### src/rtl/flappy_pkg.sv
// -----------------------------------------------------------------------------
// flappy_pkg
// Shared definitions for the flappy game controller.
//   - state_t          : game-flow state encoding (IDLE/PLAY/DYING/OVER)
//   - BCD_DIGIT_W/DIGITS : score digit geometry
//   - Y_W / VEL_W      : widths of bird row and signed velocity
//   - DEF_*            : default geometry and physics constants
// -----------------------------------------------------------------------------
package flappy_pkg;

    typedef enum logic [1:0] {
        ST_IDLE  = 2'd0,
        ST_PLAY  = 2'd1,
        ST_DYING = 2'd2,
        ST_OVER  = 2'd3
    } state_t;

    localparam int BCD_DIGIT_W = 4;
    localparam int BCD_DIGITS  = 4;

    localparam int Y_W   = 10;
    localparam int VEL_W = 6;

    localparam int DEF_Y_START      = 240;
    localparam int DEF_Y_TOP        = 0;
    localparam int DEF_Y_BOTTOM     = 440;
    localparam int DEF_GRAVITY      = 1;
    localparam int DEF_FLAP_IMPULSE = 8;
    localparam int DEF_VMAX         = 10;
    localparam int DEF_DEATH_FRAMES = 60;

endpackage

### src/rtl/bcd_counter4.sv
// -----------------------------------------------------------------------------
// bcd_counter4
// Four-digit BCD up-counter, saturating at 9999, with synchronous clear.
// Ports:
//   clk    in   system clock
//   rst    in   asynchronous active-low reset (count -> 0)
//   clr    in   synchronous clear, wins over inc
//   inc    in   add one this cycle (ignored once the count reads 9999)
//   count  out  16-bit packed BCD value, digit 0 in bits [3:0]
// -----------------------------------------------------------------------------
module bcd_counter4
    import flappy_pkg::*;
(
    input  logic                                clk,
    input  logic                                rst,
    input  logic                                clr,
    input  logic                                inc,
    output logic [BCD_DIGITS*BCD_DIGIT_W-1:0]   count
);

    localparam int CW = BCD_DIGITS * BCD_DIGIT_W;
    localparam logic [CW-1:0] ALL_NINES = {BCD_DIGITS{4'h9}};

    logic [CW-1:0]         count_q;
    logic [CW-1:0]         count_d;
    logic [CW-1:0]         count_inc;
    logic [BCD_DIGITS-1:0] carry;

    // Blocking the carry into digit 0 at 9999 is what makes the counter saturate.
    assign carry[0] = inc & (count_q != ALL_NINES);

    genvar gi;
    generate
        for (gi = 0; gi < BCD_DIGITS; gi++) begin : g_digit
            logic [BCD_DIGIT_W-1:0] digit;
            assign digit = count_q[gi*BCD_DIGIT_W +: BCD_DIGIT_W];
            assign count_inc[gi*BCD_DIGIT_W +: BCD_DIGIT_W] =
                carry[gi] ? ((digit == 4'd9) ? 4'd0 : digit + 4'd1) : digit;
            if (gi < BCD_DIGITS - 1) begin : g_carry
                assign carry[gi+1] = carry[gi] & (digit == 4'd9);
            end
        end
    endgenerate

    always_comb begin
        count_d = clr ? '0 : count_inc;
    end

    always_ff @(posedge clk or negedge rst) begin
        if (!rst) begin
            count_q <= '0;
        end else begin
            count_q <= count_d;
        end
    end

    assign count = count_q;

endmodule

### src/rtl/flappy_game_ctrl.sv
// -----------------------------------------------------------------------------
// flappy_game_ctrl
// Game-flow controller: IDLE -> PLAY -> DYING -> OVER -> IDLE.
// Owns bird physics (row, signed velocity), pipe scroll enable, current and
// best BCD scores.
// Ports:
//   clk          in   system clock
//   rst          in   asynchronous active-low reset
//   frame_tick   in   one-cycle pulse per video frame
//   flap         in   debounced button level (rising edge used)
//   collide      in   bird/pipe overlap, looked at on unpaused PLAY frames
//   pipe_passed  in   one-cycle pulse when a pipe is cleared
//   pause_sw     in   freezes physics and scroll in PLAY
//   state        out  0=IDLE 1=PLAY 2=DYING 3=OVER
//   bird_y       out  bird row
//   bird_vel     out  signed velocity (positive = downward)
//   scroll_en    out  pipe datapath advance enable
//   score_bcd    out  current score, 4-digit BCD
//   best_bcd     out  best score, 4-digit BCD
//   new_best     out  in OVER: the game just finished set the best
// Build option:
//   FLAPPY_GOD_MODE_EN - collisions ignored, ground clamps and zeroes
//                        velocity instead of killing the bird.
// -----------------------------------------------------------------------------
module flappy_game_ctrl
    import flappy_pkg::*;
#(
    parameter int Y_START      = DEF_Y_START,
    parameter int Y_TOP        = DEF_Y_TOP,
    parameter int Y_BOTTOM     = DEF_Y_BOTTOM,
    parameter int GRAVITY      = DEF_GRAVITY,
    parameter int FLAP_IMPULSE = DEF_FLAP_IMPULSE,
    parameter int VMAX         = DEF_VMAX,
    parameter int DEATH_FRAMES = DEF_DEATH_FRAMES
)(
    input  logic                    clk,
    input  logic                    rst,
    input  logic                    frame_tick,
    input  logic                    flap,
    input  logic                    collide,
    input  logic                    pipe_passed,
    input  logic                    pause_sw,
    output logic [1:0]              state,
    output logic [Y_W-1:0]          bird_y,
    output logic signed [VEL_W-1:0] bird_vel,
    output logic                    scroll_en,
    output logic [15:0]             score_bcd,
    output logic [15:0]             best_bcd,
    output logic                    new_best
);

    localparam int CNT_W = $clog2(DEATH_FRAMES + 1);
    localparam logic signed [VEL_W-1:0] VEL_FLAP = VEL_W'(-FLAP_IMPULSE);

    state_t                  state_q, state_d;
    logic [Y_W-1:0]          bird_y_q, bird_y_d;
    logic signed [VEL_W-1:0] bird_vel_q, bird_vel_d;
    logic                    flap_q, flap_d;
    logic                    flap_pending_q, flap_pending_d;
    logic [CNT_W-1:0]        death_cnt_q, death_cnt_d;
    logic [15:0]             best_q, best_d;
    logic                    new_best_q, new_best_d;

    logic                    score_clr;
    logic                    score_inc;
    logic [15:0]             score_w;

    logic                    flap_edge;
    logic                    play_step;
    logic                    play_die;
    logic                    dying_done;

    logic signed [VEL_W:0]   vel_inc;
    logic signed [VEL_W-1:0] vel_grav;
    logic signed [VEL_W-1:0] vel_play;
    logic signed [VEL_W-1:0] vel_step;
    logic signed [Y_W:0]     y_sum;
    logic [Y_W-1:0]          y_clamped;
    logic                    hit_bottom;

    assign flap_edge = flap & ~flap_q;
    assign play_step = (state_q == ST_PLAY) & frame_tick & ~pause_sw;
`ifdef FLAPPY_GOD_MODE_EN
    assign play_die  = 1'b0;
`else
    assign play_die  = play_step & (collide | hit_bottom);
`endif
    // Last DYING frame: the tick that takes the counter from 1 to 0.
    assign dying_done = (state_q == ST_DYING) & frame_tick & (death_cnt_q <= CNT_W'(1));

    // ---------------- physics candidate for this frame ----------------
    always_comb begin
        vel_inc  = {bird_vel_q[VEL_W-1], bird_vel_q} + (VEL_W+1)'(GRAVITY);
        vel_grav = (vel_inc > $signed((VEL_W+1)'(VMAX))) ? VEL_W'(VMAX) : vel_inc[VEL_W-1:0];
        // An edge arriving on the tick itself counts as a flap for that tick.
        vel_play = (flap_pending_q | flap_edge) ? VEL_FLAP : vel_grav;
        vel_step = (state_q == ST_DYING) ? vel_grav : vel_play;
        // 11-bit signed sum so upward motion past row 0 is seen as negative.
        y_sum    = $signed({1'b0, bird_y_q})
                 + $signed({{(Y_W+1-VEL_W){vel_step[VEL_W-1]}}, vel_step});
        hit_bottom = (y_sum >= $signed((Y_W+1)'(Y_BOTTOM)));
        if (y_sum < $signed((Y_W+1)'(Y_TOP))) begin
            y_clamped = Y_W'(Y_TOP);
        end else if (hit_bottom) begin
            y_clamped = Y_W'(Y_BOTTOM);
        end else begin
            y_clamped = y_sum[Y_W-1:0];
        end
    end

    // ---------------- state register ----------------
    always_ff @(posedge clk or negedge rst) begin
        if (!rst) begin
            state_q        <= ST_IDLE;
            bird_y_q       <= Y_W'(Y_START);
            bird_vel_q     <= '0;
            flap_q         <= 1'b0;
            flap_pending_q <= 1'b0;
            death_cnt_q    <= '0;
            best_q         <= '0;
            new_best_q     <= 1'b0;
        end else begin
            state_q        <= state_d;
            bird_y_q       <= bird_y_d;
            bird_vel_q     <= bird_vel_d;
            flap_q         <= flap_d;
            flap_pending_q <= flap_pending_d;
            death_cnt_q    <= death_cnt_d;
            best_q         <= best_d;
            new_best_q     <= new_best_d;
        end
    end

    // ---------------- next state ----------------
    always_comb begin
        state_d = state_q;
        case (state_q)
            ST_IDLE:  if (flap_edge)  state_d = ST_PLAY;
            ST_PLAY:  if (play_die)   state_d = ST_DYING;
            ST_DYING: if (dying_done) state_d = ST_OVER;
            ST_OVER:  if (flap_edge)  state_d = ST_IDLE;
            default:                  state_d = ST_IDLE;
        endcase
    end

    // ---------------- datapath next values ----------------
    always_comb begin
        flap_d         = flap;
        bird_y_d       = bird_y_q;
        bird_vel_d     = bird_vel_q;
        flap_pending_d = flap_pending_q;
        death_cnt_d    = death_cnt_q;
        best_d         = best_q;
        new_best_d     = new_best_q;
        score_clr      = 1'b0;
        score_inc      = 1'b0;
        case (state_q)
            ST_IDLE: begin
                bird_y_d       = Y_W'(Y_START);
                bird_vel_d     = '0;
                // The starting press becomes the first flap of the game.
                flap_pending_d = flap_edge;
            end
            ST_PLAY: begin
                // Scoring runs even while paused or on a colliding frame.
                score_inc = pipe_passed;
                if (play_step) begin
                    bird_vel_d     = vel_play;
                    bird_y_d       = y_clamped;
                    flap_pending_d = 1'b0;
`ifdef FLAPPY_GOD_MODE_EN
                    if (hit_bottom) begin
                        bird_vel_d = '0;
                    end
`endif
                    if (play_die) begin
                        death_cnt_d = CNT_W'(DEATH_FRAMES);
                    end
                end else if (flap_edge) begin
                    flap_pending_d = 1'b1;
                end
            end
            ST_DYING: begin
                if (frame_tick) begin
                    bird_vel_d  = vel_grav;
                    bird_y_d    = y_clamped;
                    death_cnt_d = death_cnt_q - CNT_W'(1);
                    // Valid BCD orders the same as plain binary.
                    if (dying_done && (score_w > best_q)) begin
                        best_d     = score_w;
                        new_best_d = 1'b1;
                    end
                end
            end
            ST_OVER: begin
                if (flap_edge) begin
                    bird_y_d       = Y_W'(Y_START);
                    bird_vel_d     = '0;
                    flap_pending_d = 1'b0;
                    new_best_d     = 1'b0;
                    score_clr      = 1'b1;
                end
            end
            default: ;
        endcase
    end

    // ---------------- outputs ----------------
    always_comb begin
        state     = state_q;
        bird_y    = bird_y_q;
        bird_vel  = bird_vel_q;
        scroll_en = (state_q == ST_PLAY) & ~pause_sw;
        score_bcd = score_w;
        best_bcd  = best_q;
        new_best  = new_best_q;
    end

    bcd_counter4 u_score (
        .clk   (clk),
        .rst   (rst),
        .clr   (score_clr),
        .inc   (score_inc),
        .count (score_w)
    );

endmodule
### config.mk
export PLATFORM = sky130hd
export DESIGN_NAME = flappy_game_ctrl
export DESIGN_NICKNAME = d
export VERILOG_FILES = /design/src/rtl/flappy_pkg.sv /design/src/rtl/bcd_counter4.sv /design/src/rtl/flappy_game_ctrl.sv
export SDC_FILE = /design/constraint.sdc
export NUM_CORES = 1
export LEC_CHECK = 0
export ABC_CLOCK_PERIOD_IN_PS = 7850
export BUFFER_PORTS_ARGS = -buffer_cell sky130_fd_sc_hd__buf_2
export CORE_MARGIN = 5
export CORE_UTILIZATION = 50
export CTS_BUF_LIST = sky130_fd_sc_hd__clkbuf_8
export DETAILED_ROUTE_END_ITERATION = 10
export PLACE_DENSITY_LB_ADDON = 0.1
export SYNTH_ARGS = -nofsm -noshare
export SYNTH_HDL_FRONTEND = slang
export SYNTH_SLANG_ARGS = --single-unit
### constraint.sdc
create_clock -name clk -period 7.85 [get_ports clk]
set_clock_uncertainty 0.1 [all_clocks]
set_input_delay 1.57 -clock clk [delete_from_list [all_inputs] [get_ports clk]]
set_output_delay 1.57 -clock clk [all_outputs]
set_load 0.05 [all_outputs]
# == Yosys cells after proc, flatten, opt, wreduce, memory -nomap -nowiden ==
# Index checks and enable logic that the tools add are counted.
# Widths: inputs -> output; s select.
# classes
add_sub_neg,7
magnitude_cmp,5
n_eq_ne,16
muxes,41
bitwise_logic,15
reduce_logical,15
# ops
op,count
$mux 6,9
$mux 10,5
$pmux 10 s4,1
$mux 4,8
$pmux 6 s4,1
$add 4x1->4 const B,4
$eq 4x4->1 const B,4
$gt 16x16->1,1
$mux 16,1
$ne 16x16->1 const B,1
$ne 2x2->1 const B,6
$pmux 6 s2,1
$reduce_and 4->1,3
$reduce_bool 2->1,6
$add 11x6->11,1
$and 1x1->1,11
$ge 11x10->1 const B,1
$lt 11x1->1 const B,1
$reduce_and 3->1,3
$mux 1,8
$mux 2,4
$pmux 2 s4,1
$add 6x2->7 const B,1
$gt 7x5->1 const B,1
other kinds (13),16
# totals
reg_bits,59
inputBits,7
out_inout_bits,52
elab_cells,111

# == Logic depth before layout (Yosys ltp) ==
# Gate-level depths: netlist (run 1).
# depth
ltp_word,12
ltp_mapped,18
depth_no_buf,17

# == Modules after synthesis ==
# A second synthesis (run 1) with hierarchy kept.
# hier_totals
hier_cells,433
hier_area_um2,4200.3
# modules_own_cells
mod,n_inst,cells_each,area_per_inst_um2,seq_area_each_um2
flappy_game_ctrl,1,325,3146.8,1081.0
bcd_counter4,1,108,1053.5,400.4

# == Worst setup path after synthesis (run 1) ==
# OpenSTA, ideal clock, no wires.
# synth_path
path_kind,input port to flip-flop
start,in flap
end,reg death_cnt_q[0]
setup_time_ns,0.079
arrival_ns,4.293
required_time_ns,7.671
path_slack_ns,3.378
path_stages,14
n_path_buf,1
path_cell_list,nor2b_1 > o21ai_2 > nand2_1 > nor2_1 > ha_1 > fa_1 > a211oi_2 > nor2_1 > xor2_1 > a41oi_2 > o311ai_2 > and3_1 > buf_6 > mux2i_1
# synth_via
elab_chain_len,10
# synth_lines
element,line,rtl
start: declaration,flappy_game_ctrl.sv:39,"input logic flap,"
$and 1x1->1,flappy_game_ctrl.sv:81,assign flap_edge = flap & ~flap_q;
$or 1x1->1,flappy_game_ctrl.sv:96,vel_play = (flap_pending_q | flap_edge) ? VEL_FLAP : vel_grav;
$mux 6,flappy_game_ctrl.sv:96,
$mux 6,flappy_game_ctrl.sv:97,vel_step = (state_q == ST_DYING) ? vel_grav : vel_play;
$add 11x6->11,flappy_game_ctrl.sv:100,"+ $signed({{(Y_W+1-VEL_W){vel_step[VEL_W-1]}}, vel_step});"
$ge 11x10->1,flappy_game_ctrl.sv:101,hit_bottom = (y_sum >= $signed((Y_W+1)'(Y_BOTTOM)));
$or 1x1->1,flappy_game_ctrl.sv:86,assign play_die = play_step & (collide | hit_bottom);
$and 1x1->1,flappy_game_ctrl.sv:86,
$ne 2x2->1 (no source line),-,
$reduce_and 4->1 (no source line),-,
end signal: assignment,flappy_game_ctrl.sv:128,death_cnt_q <= death_cnt_d;
end: declaration,flappy_game_ctrl.sv:60,"logic [CNT_W-1:0] death_cnt_q, death_cnt_d;"
# No other way between the ends.
# A chain may end at the register's enable or synchronous reset.

# == Final worst setup path (run 1) ==
# Same ends and word-level chain as after synthesis.

==> results of run 1 <==
==> power by group <==
group / internal, mW / switching (mW) / total (mW)
Sequential: 0.367 / 0.0678 / 0.435
Combinational: 0.383 / 0.706 / 1.09
Clock: 0.170 / 0.126 / 0.296
Total: 0.920 / 0.900 / 1.82
==> metal layers <==
metal	global-route usage, %	vias to the layer above
li1	-	1782
met5	0	-
met1	25.56	1762
met4	8.078	0
met2	35.66	86
met3	3.581	19
==> through the flow <==
| stage | instance area (um^2) | hold slack, ns |
|---|---|---|
| floorplan | 4168 | 0.4297 |
| global placement | 4542 | 0.4016 |
| detailed placement | 4542 | 0.4048 |
| CTS | 4750 | 0.4166 |
| global route | 4750 | 0.4420 |
| finish | 4750 | 0.4175 |
==> state kept, by name (all words and copies together) (netlist names) <==
| register | flops |
|---|---|
| best_bcd | 16 |
| u_score.count | 16 |
| bird_y | 10 |
| bird_vel | 6 |
| death_cnt_q | 6 |
| state | 2 |
| flap_pending_q | 1 |
| flap_q | 1 |
| new_best | 1 |
==> kinds of logic (layout without fill, tap and decap cells) <==
| logic type | Yosys count | after routing | synth area share (%) |
|---|---|---|---|
| buffers and inverters | 49 | 112 | 4.834 |
| multiplexers | 6 | 6 | 1.471 |
| AND/OR/NAND/NOR | 147 | 147 | 17.95 |
| AO/OA/AOI/OAI | 147 | 147 | 24.71 |
| XOR/XNOR | 10 | 10 | 2.101 |
| flip-flops | 59 | 59 | 35.54 |
| adder cells (fa/ha/maj) | 44 | 44 | 13.39 |
==> cell usage in the layout, fill, tap and decap left out, types with 3 or more instances in the layout <==
cell type,instances
or2_1,3
a211oi_2,5
nor3_1,14
buf_4,3
dfstp_2,4
and3_1,5
nand2_1,35
mux2i_1,5
nand2b_1,8
a21oi_1,27
or3_1,4
o21ai_0,43
a21boi_0,3
ha_1,43
o21ai_1,10
or2_2,3
xor2_1,6
clkbuf_8,12
o22a_1,4
buf_2,58
nor2_1,37
a31oi_1,6
and2_1,8
xnor2_1,4
inv_1,37
and3b_1,3
nor2b_1,3
nand4_1,3
o21a_1,6
dfrtp_1,55
o211a_1,3
nand3_1,7
nand3b_1,3
o21ai_2,4
==> how the worst max path moves through the flow <==
stage | from | end | slack [ns]
floorplan | flap | death_cnt_q[0]$_DFFE_PN0P_ | 3.38
global placement | flap | death_cnt_q[1]$_DFFE_PN0P_ | 2.82
detailed placement | flap | death_cnt_q[0]$_DFFE_PN0P_ | 2.64
CTS | flap | death_cnt_q[0]$_DFFE_PN0P_ | 2.98
global route | flap | death_cnt_q[0]$_DFFE_PN0P_ | 2.75
finish | flap | death_cnt_q[0]$_DFFE_PN0P_ | 2.98
==> layout make-up <==
type / count / area, um^2 / area share [%]
clock buffers: 12 / 165.2 / 3.477
clock inverters: 4 / 42.54 / 0.8957
inverters: 35 / 131.4 / 2.766
multi-input cells: 354 / 2485 / 52.32
flip-flops and latches: 59 / 1481 / 31.19
well taps: 105 / 131.4 / 2.766
repair buffers: 61 / 312.8 / 6.586
==> worst reg2reg max path, cell delays in order, from the launching register on <==
cell and delay [ns]:
dfrtp_1 0.48, ha_1 0.35, or2_2 0.29, a32oi_1 0.20, o22ai_1 0.09, o21a_1 0.23, nand2_1 0.10, nor2_1 0.05
ha_1 0.22, fa_1 0.42, a211oi_2 0.32, nor2_1 0.11, xor2_1 0.23, a41oi_2 0.19, o311ai_2 0.48, and3_1 0.43
mux2i_1 0.24
==> flow_summary.toml, run 1 <==
[outcome]
status = "finished clean"

[timing]
setup_viol = 0
rsz0062_at_grt = "false"
min_period_ns = 4.866
drv_slew = 0
tightest_slew_ns = 0.7676
period_share_pct = 61.99
fin_ws_ns = 2.984
tns_ns = 0
slew_headroom_pct = 48.82
fmax_mhz = 205.5
hold_viol_final = 0

[die]
die-area_mm2 = 0.01026
die-width_um = 101.3
die_h_um = 101.3
start_util_pct = 50.98
core_area_mm2 = 0.008175
num_rows = 33
ios = 59

[critical_path]
startpoint_type = "input pin"
r2r_cells = 16
cp_common_cell = "nor2_1"
crit_family = "compound AO/OA/AOI/OAI gates"
cp_max_fo = 7
rr_startpoint = "bird_vel[0]$_DFFE_PN0P_"
worstSetupPathType = "in2reg"
path_buf_inv = 1
arrival_ns = 5.02
slowest_delay_ns = 0.48
r2r_setup_slack_ns = 3.24
r2r-end = "death_cnt_q[0]$_DFFE_PN0P_"
cp_cell_sequence = "buf_2 > nor2b_1 > o21ai_2 > nand2_1 > nor2_1 > ha_1 > fa_1 > a211oi_2 > nor2_1 > xor2_1 > a41oi_2 > o311ai_2 > and3_1 > mux2i_1"
crit_slowest_cell = "o311ai_2"
crit_cells = 14
critPathRequiredTime_ns = 8.01
cp-end-kind = "register"

[clocking]
numCtsBuffers = 9
cts_tree = "built"
htreeDepth = 3
cts.clk_slew.worst_paths_ns = 0.06
cts-resized-gates = 0
clk_path_buf_depth = 2
clock_sinks = 59
clk-insertion-delay-late_ns = 0.34
postCtsSetupBuffers = 0
cts-root-buf = "clkbuf_8"
ctsHoldBuffers = 0

[drt]
drtPass1Iterations = 5
drc_errors = 0
ant_nets = 0
detail_route.iter0.violations = 159
route.met2.wl_um = 4934
wire_per_inst_um = 15.80
met3WireLength_um = 438
viasPerCell = 5.792
wl_um = 9951
vias = 3649
wl_met1_um = 4365
route.top_layer_used = "met4"

[yosys]
ys_seq_area_share_pct = 35.54
synth_nets = 513
yosysMostFrequentCell = "dfrtp_1"
synth_common_cells = "dfrtp_1, ha_1, o21ai_0, nor2_1"
synthCells = 462
async_reset_ff_share_pct = 100.0
ys_top_cells_by_area = "dfrtp_1, ha_1, o21ai_0"
synth-seq-cells = 59
yosysWarningCount = 0
yosys.area.top_type_share_pct = 33.02
synth_edf_count = 0
synth_top_area_cell = "dfrtp_1"
syn_area_mm2 = 0.004168
syn-mean-instance-area_um2 = 9.021
synthFlopType = "dfrtp_1"
ys_types = 75

[power]
p_leak_nw = 2.345
p_per_area_mw_per_mm2 = 383.1
ir_drop_mv = 0.3435
power_mw = 1.820

[placement]
dp_worst_setup_slack_ns = 2.642
io_buffers = 58
place_inst = 614
gp_congestion = 0.9065
dp_hpwl_um = 7467

[job]
maxCapViolCount = 0

[final_layout]
synthToLayoutAreaGrowth_pct = 13.96
nets = 571
layoutNonFillerInstCount = 630
drive_gt1_share_pct = 20.76
n_antenna_cell = 0
nFillCells = 754
postLayoutCoreUtil_pct = 58.10

[global_routing]
antenna_found_initial = 0
grt_pass1_wl_um = 16880
grt_max_degree = 60
track_usage_pct = 20.63
grt_pass1_vias = 3534
overflow = 0

[hold_path]
hold_path_class = "reg2reg"
hold_start = "bird_y[0]$_DFFE_PN0P_"
holdPathEnd = "bird_y[0]$_DFFE_PN0P_"
whs_path_depth = 2
Note: power is estimated with default switching activity, not from simulation.
==> inputs of run 2 (changes only) <==
--- a/config.mk
+++ b/config.mk
@@ -5,7 +5,7 @@
 export SDC_FILE = /design/constraint.sdc
 export NUM_CORES = 1
 export LEC_CHECK = 0
-export ABC_CLOCK_PERIOD_IN_PS = 7850
+export ABC_CLOCK_PERIOD_IN_PS = 4400
 export BUFFER_PORTS_ARGS = -buffer_cell sky130_fd_sc_hd__buf_2
 export CORE_MARGIN = 5
 export CORE_UTILIZATION = 50
==> constraint.sdc (replaced) <==
create_clock -name clk -period 4.4 [get_ports clk]
set_clock_uncertainty 0.1 [all_clocks]
set_input_delay 0.88 -clock clk [delete_from_list [all_inputs] [get_ports clk]]
set_output_delay 0.88 -clock clk [all_outputs]
set_load 0.05 [all_outputs]
==> flow_summary.toml, run 2 (synthesized netlist as in run 1, its figures left out) <==
[critical_path]
critPathRequiredTime_ns = 4.56
cp-end-kind = "register"
arrival_ns = 4.37
cp_max_fo = 6
startpoint_type = "register"
worstSetupPathType = "reg2reg"

[placement]
io_buffers = 58
dp_hpwl_um = 7774
gp_congestion = 0.8673

[drt]
ant_nets = 0
detail_route.iter0.violations = 113
vias = 3683
drtPass1Iterations = 5
wl_um = 10430
viasPerCell = 5.728
wire_per_inst_um = 16.22
drc_errors = 0

[timing]
slew_headroom_pct = 55.55
min_period_ns = 4.210
period_share_pct = 95.69
drv_slew = 0
tightest_slew_ns = 0.6667
hold_viol_final = 0
fmax_mhz = 237.5
rsz0062_at_grt = "false"
setup_viol = 0
tns_ns = 0

[global_routing]
antenna_found_initial = 0
track_usage_pct = 20.94
top_usage_layer = "met2"
use_met2_pct = 36.77
met1_usage_pct = 26.19
gr-usage-met3_pct = 3.237
grt_max_degree = 36
grt_pass1_vias = 3541
grt_pass1_wl_um = 17230
overflow = 0

[die]
die-width_um = 101.3
die-area_mm2 = 0.01026
die_h_um = 101.3
num_rows = 33
start_util_pct = 50.98
ios = 59
core_area_mm2 = 0.008175

[power]
p_seq_share_pct = 22.1
comb_power_share_pct = 62.6
p_leak_nw = 2.403
p_clk_share_pct = 15.3
p_per_area_mw_per_mm2 = 716.5
p_sw_share_pct = 49.31
power_mw = 3.509
p_int_mw = 1.779
switching_power_mw = 1.730
ir_drop_mv = 0.6227

[final_layout]
final_common_cell = "buf_2"
multi_input_area_mm2 = 0.002527
nets = 584
synthToLayoutAreaGrowth_pct = 17.50
seqCellArea_mm2 = 0.001483
n_antenna_cell = 0
most-common-layout-cells = "buf_2, dfrtp_1, o21ai_0, ha_1, nor2_1"
nFillCells = 751
drive_gt1_share_pct = 23.61

[clocking]
clk-insertion-delay-late_ns = 0.35
clk_path_buf_depth = 2
cts-root-buf = "clkbuf_8"
ctsHoldBuffers = 0
numCtsBuffers = 9
clock_sinks = 59
cts.clk_slew.worst_paths_ns = 0.07
cts_tree = "built"
htreeDepth = 3

[outcome]
status = "finished clean"

[job]
maxCapViolCount = 0

[hold_path]
hold_path_class = "reg2reg"
run 2: worst paths after layout:
| path | cells past startpoint | slack, ns | start | endpoint |
|---|---|---|---|---|
| setup / recovery | 17 | 0.19 | bird_vel[1]$_DFFE_PN0P_ | death_cnt_q[1]$_DFFE_PN0P_ |
| hold / removal | 2 | 0.42 | bird_y[2]$_DFFE_PN0P_ | bird_y[2]$_DFFE_PN0P_ |
| setup reg to reg | 17 | 0.19 | bird_vel[1]$_DFFE_PN0P_ | death_cnt_q[1]$_DFFE_PN0P_ |
| hold reg to reg | 2 | 0.42 | bird_y[2]$_DFFE_PN0P_ | bird_y[2]$_DFFE_PN0P_ |
| max in group asynchronous | 2 | 2.85 | rst | bird_y[4]$_DFFE_PN1P_ |
| min in group asynchronous | 1 | 0.44 | rst | u_score.count[3]$_DFFE_PN0P_ |
run 2: worst max-delay path, stage by stage, from the launching register on:
cell	delay, ns
dfrtp_2	0.44
inv_1	0.08
ha_1	0.23
or2_2	0.29
a32oi_1	0.19
o22ai_1	0.10
o21a_1	0.23
nand2_1	0.10
nor2_1	0.05
ha_1	0.21
fa_2	0.39
a211oi_4	0.31
nor2_1	0.09
xor2_1	0.25
a41oi_2	0.24
o311ai_2	0.33
and3_4	0.29
mux2i_1	0.22
run 2: power groups by stage:
stage               logic (mW)  clock network, mW  registers (mW)
CTS                       2.04              0.544           0.775
finish                    2.20              0.538           0.776
detailed placement        2.03                  0           0.784
floorplan                 1.33                  0           0.975
global route              2.38              0.571           0.793
global placement          2.00                  0           0.780
run 2: timing repair:
| item | in CTS | in global routing |
|---|---|---|
| buffers inserted | 0 | 5 |
| resized for setup | 1 | 7 |
| gates cloned | 0 | 0 |
| pin swaps | 0 | 5 |
| endpoints found under the setup margin | 2 | 12 |
run 2: through the flow:
stage	hold slack [ns]	instances	utilization, %	cell area, um^2	worst slack, ns
final	0.4231	643	59.90	4897	0.1898
after global placement	0.4067	622	56.29	4602	0.2007
after detailed placement	0.4098	622	56.29	4602	-0.03152
after global routing	0.4634	643	59.90	4897	0.01486
after floorplan	0.4297	462	-	4168	0.005464
after CTS	0.4317	638	58.92	4817	0.04327
run 2: area by class of cell:
type                       count  area share, %
clock buffer                  12          3.372
clock inverter                 4         0.9964
inverter                      35          2.683
multi-input combinational    354          51.61
sequential                    59          30.28
tap                          105          2.683
timing repair buffer          74          8.380
run 2: per-layer routing:
metal  up-vias  share of wire (%)
li1       1803                  -
met3        16                3.5
met4         0                1.8
met5         -                  0
met2        80                 51
met1      1784                 44
==> inputs of run 3 (changes only) <==
--- a/config.mk
+++ b/config.mk
@@ -7,8 +7,8 @@
 export LEC_CHECK = 0
 export ABC_CLOCK_PERIOD_IN_PS = 4400
 export BUFFER_PORTS_ARGS = -buffer_cell sky130_fd_sc_hd__buf_2
-export CORE_MARGIN = 5
-export CORE_UTILIZATION = 50
+export CORE_MARGIN = 4
+export CORE_UTILIZATION = 54
 export CTS_BUF_LIST = sky130_fd_sc_hd__clkbuf_8
 export DETAILED_ROUTE_END_ITERATION = 10
 export PLACE_DENSITY_LB_ADDON = 0.1
==> constraint.sdc (replaced) <==
create_clock -name clk -period 4.4 [get_ports clk]
set_clock_uncertainty 0.1 [all_clocks]
set_input_delay 0.44 -clock clk [delete_from_list [all_inputs] [get_ports clk]]
set_output_delay 0.44 -clock clk [all_outputs]
set_load 0.05 [all_outputs]
==> flow_summary.toml, run 3 (synthesized netlist as in run 1, its figures left out) <==
[outcome]
status = "finished clean"

[drt]
detail_route.iter0.violations = 158
route.top_layer_used = "met4"
met3WireLength_um = 537
vias = 3754
wl_met1_um = 4430
ant_nets = 0
drc_errors = 0
wire_per_inst_um = 16.22
route.met2.wl_um = 5118
viasPerCell = 5.903
drtPass1Iterations = 5
wl_um = 10320

[critical_path]
r2r_setup_slack_ns = 0.12
rr_startpoint = "bird_vel[1]$_DFFE_PN0P_"
slowest_delay_ns = 0.45
arrival_ns = 4.45
cp_common_cell = "or2_4"
cp-startpoint = "bird_vel[1]$_DFFE_PN0P_"
cp-end-kind = "register"
cp_max_fo = 7
startpoint_type = "register"
crit_slowest_cell = "dfrtp_2"
critPathRequiredTime_ns = 4.58
cp_cell_sequence = "inv_2 > ha_4 > or2_4 > a32oi_1 > o22ai_1 > o21a_1 > nand2_2 > nor2_1 > ha_2 > fa_2 > a211oi_4 > o211ai_2 > a311oi_2 > o32ai_4 > or2_4 > or3_4 > o21ai_2"
worstSetupPathType = "reg2reg"

[final_layout]
n_antenna_cell = 0
synthToLayoutAreaGrowth_pct = 17.26
nFillCells = 627
layoutNonFillerInstCount = 636
final_common_cell = "buf_2"
seqCellArea_mm2 = 0.001484
most-common-layout-cells = "buf_2, dfrtp_1, o21ai_0"
nets = 583
drive_gt1_share_pct = 24.39
multi_input_area_mm2 = 0.002536

[placement]
io_buffers = 58
gp_congestion = 0.8523
dp_hpwl_um = 7424
place_inst = 613

[global_routing]
grt_pass1_wl_um = 16880
grt_pass1_vias = 3565
grt_max_degree = 60
track_usage_pct = 23.32
antenna_found_initial = 0
overflow = 0

[die]
die_h_um = 95.85
num_rows = 31
die-width_um = 95.85
die-area_mm2 = 0.009187
ios = 59
core_area_mm2 = 0.007370
start_util_pct = 56.55

[timing]
slew_headroom_pct = 48.64
tns_ns = 0
whs_ns = 0.1429
fmax_mhz = 233.9
hold_viol_final = 0
setup_viol = 0
period_share_pct = 97.19
min_period_ns = 4.276
tightest_slew_ns = 0.7704
drv_slew = 0

[power]
p_leak_nw = 2.411
power_mw = 3.413
p_per_area_mw_per_mm2 = 698.3
ir_drop_mv = 0.7386

[hold_path]
hold_start = "flap"
hold_path_class = "in2reg"

[clocking]
cts_tree = "built"
clk-insertion-delay-late_ns = 0.34
ctsHoldBuffers = 0
cts.clk_slew.worst_paths_ns = 0.08
numCtsBuffers = 9
clock_sinks = 59
htreeDepth = 3
clk_path_buf_depth = 2
cts-root-buf = "clkbuf_8"

[job]
maxCapViolCount = 0
==> run 3: cell types whose count changed in the layout (fill, tap and decap cells not counted), sizes merged <==
cell and change:
clkinv +3, buf -2, clkinvlp -2, clkbuf -1
dlymetal6s2s +1
==> run 3: layer usage <==
layer	track usage (%)	up-vias
li1	-	1801
met1	29.40	1811
met2	40.53	122
met3	3.284	20
met4	8.531	0
met5	0	-
==> run 3: cell type report <==
class / instances / share of cell area, %
multi-input combinational: 354 / 51.89
sequential: 59 / 30.36
timing repair buffer: 73 / 8.346
clock buffer: 11 / 3.098
inverter: 35 / 2.688
tap: 99 / 2.535
clock inverter: 5 / 1.075
==> run 3: worst max-delay path, delay by kind of cell, from the launching register on <==
family / cells / cell delay (ns)
AOI/OAI and AO/OA: 8 / 1.69
DFF: 1 / 0.45
buffers and inverters: 1 / 0.09
and+or+nand+nor: 5 / 1.06
adders and majority gates: 3 / 0.81
==> run 3: path summary, 6_finish.rpt <==
kind	end	depth (start not counted)
max in group asynchronous	bird_vel[1]$_DFFE_PN0P_	2
worst min register to register	bird_y[8]$_DFFE_PN0P_	1
min in group asynchronous	u_score.count[1]$_DFFE_PN0P_	2
worst max-delay path	bird_y[0]$_DFFE_PN0P_	17
worst max register to register	bird_y[0]$_DFFE_PN0P_	17
worst min-delay path	flap_q$_DFF_PN0_	1
==> run 3: where the power goes <==
part | switching (mW) | leakage, nW | internal [mW]
clock | 0.231 | 0.110 | 0.290
combinational | 1.33 | 1.59 | 0.790
sequential | 0.122 | 0.706 | 0.656
==> run 3: timing repair <==
action,4_1_cts,5_1_grt
resized for setup,0,15
setup endpoints to repair,0,15
setup buffers,0,7
==> run 3: through the flow <==
stage / util, % / area [um^2] / setup slack [ns]
after floorplan: - / 4168 / 0.005464
after global placement: 62.04 / 4572 / 0.1628
after detailed placement: 62.04 / 4572 / 0.06636
after CTS: 64.80 / 4776 / 0.04243
after global routing: 66.32 / 4887 / -0.1055
final: 66.32 / 4887 / 0.1238
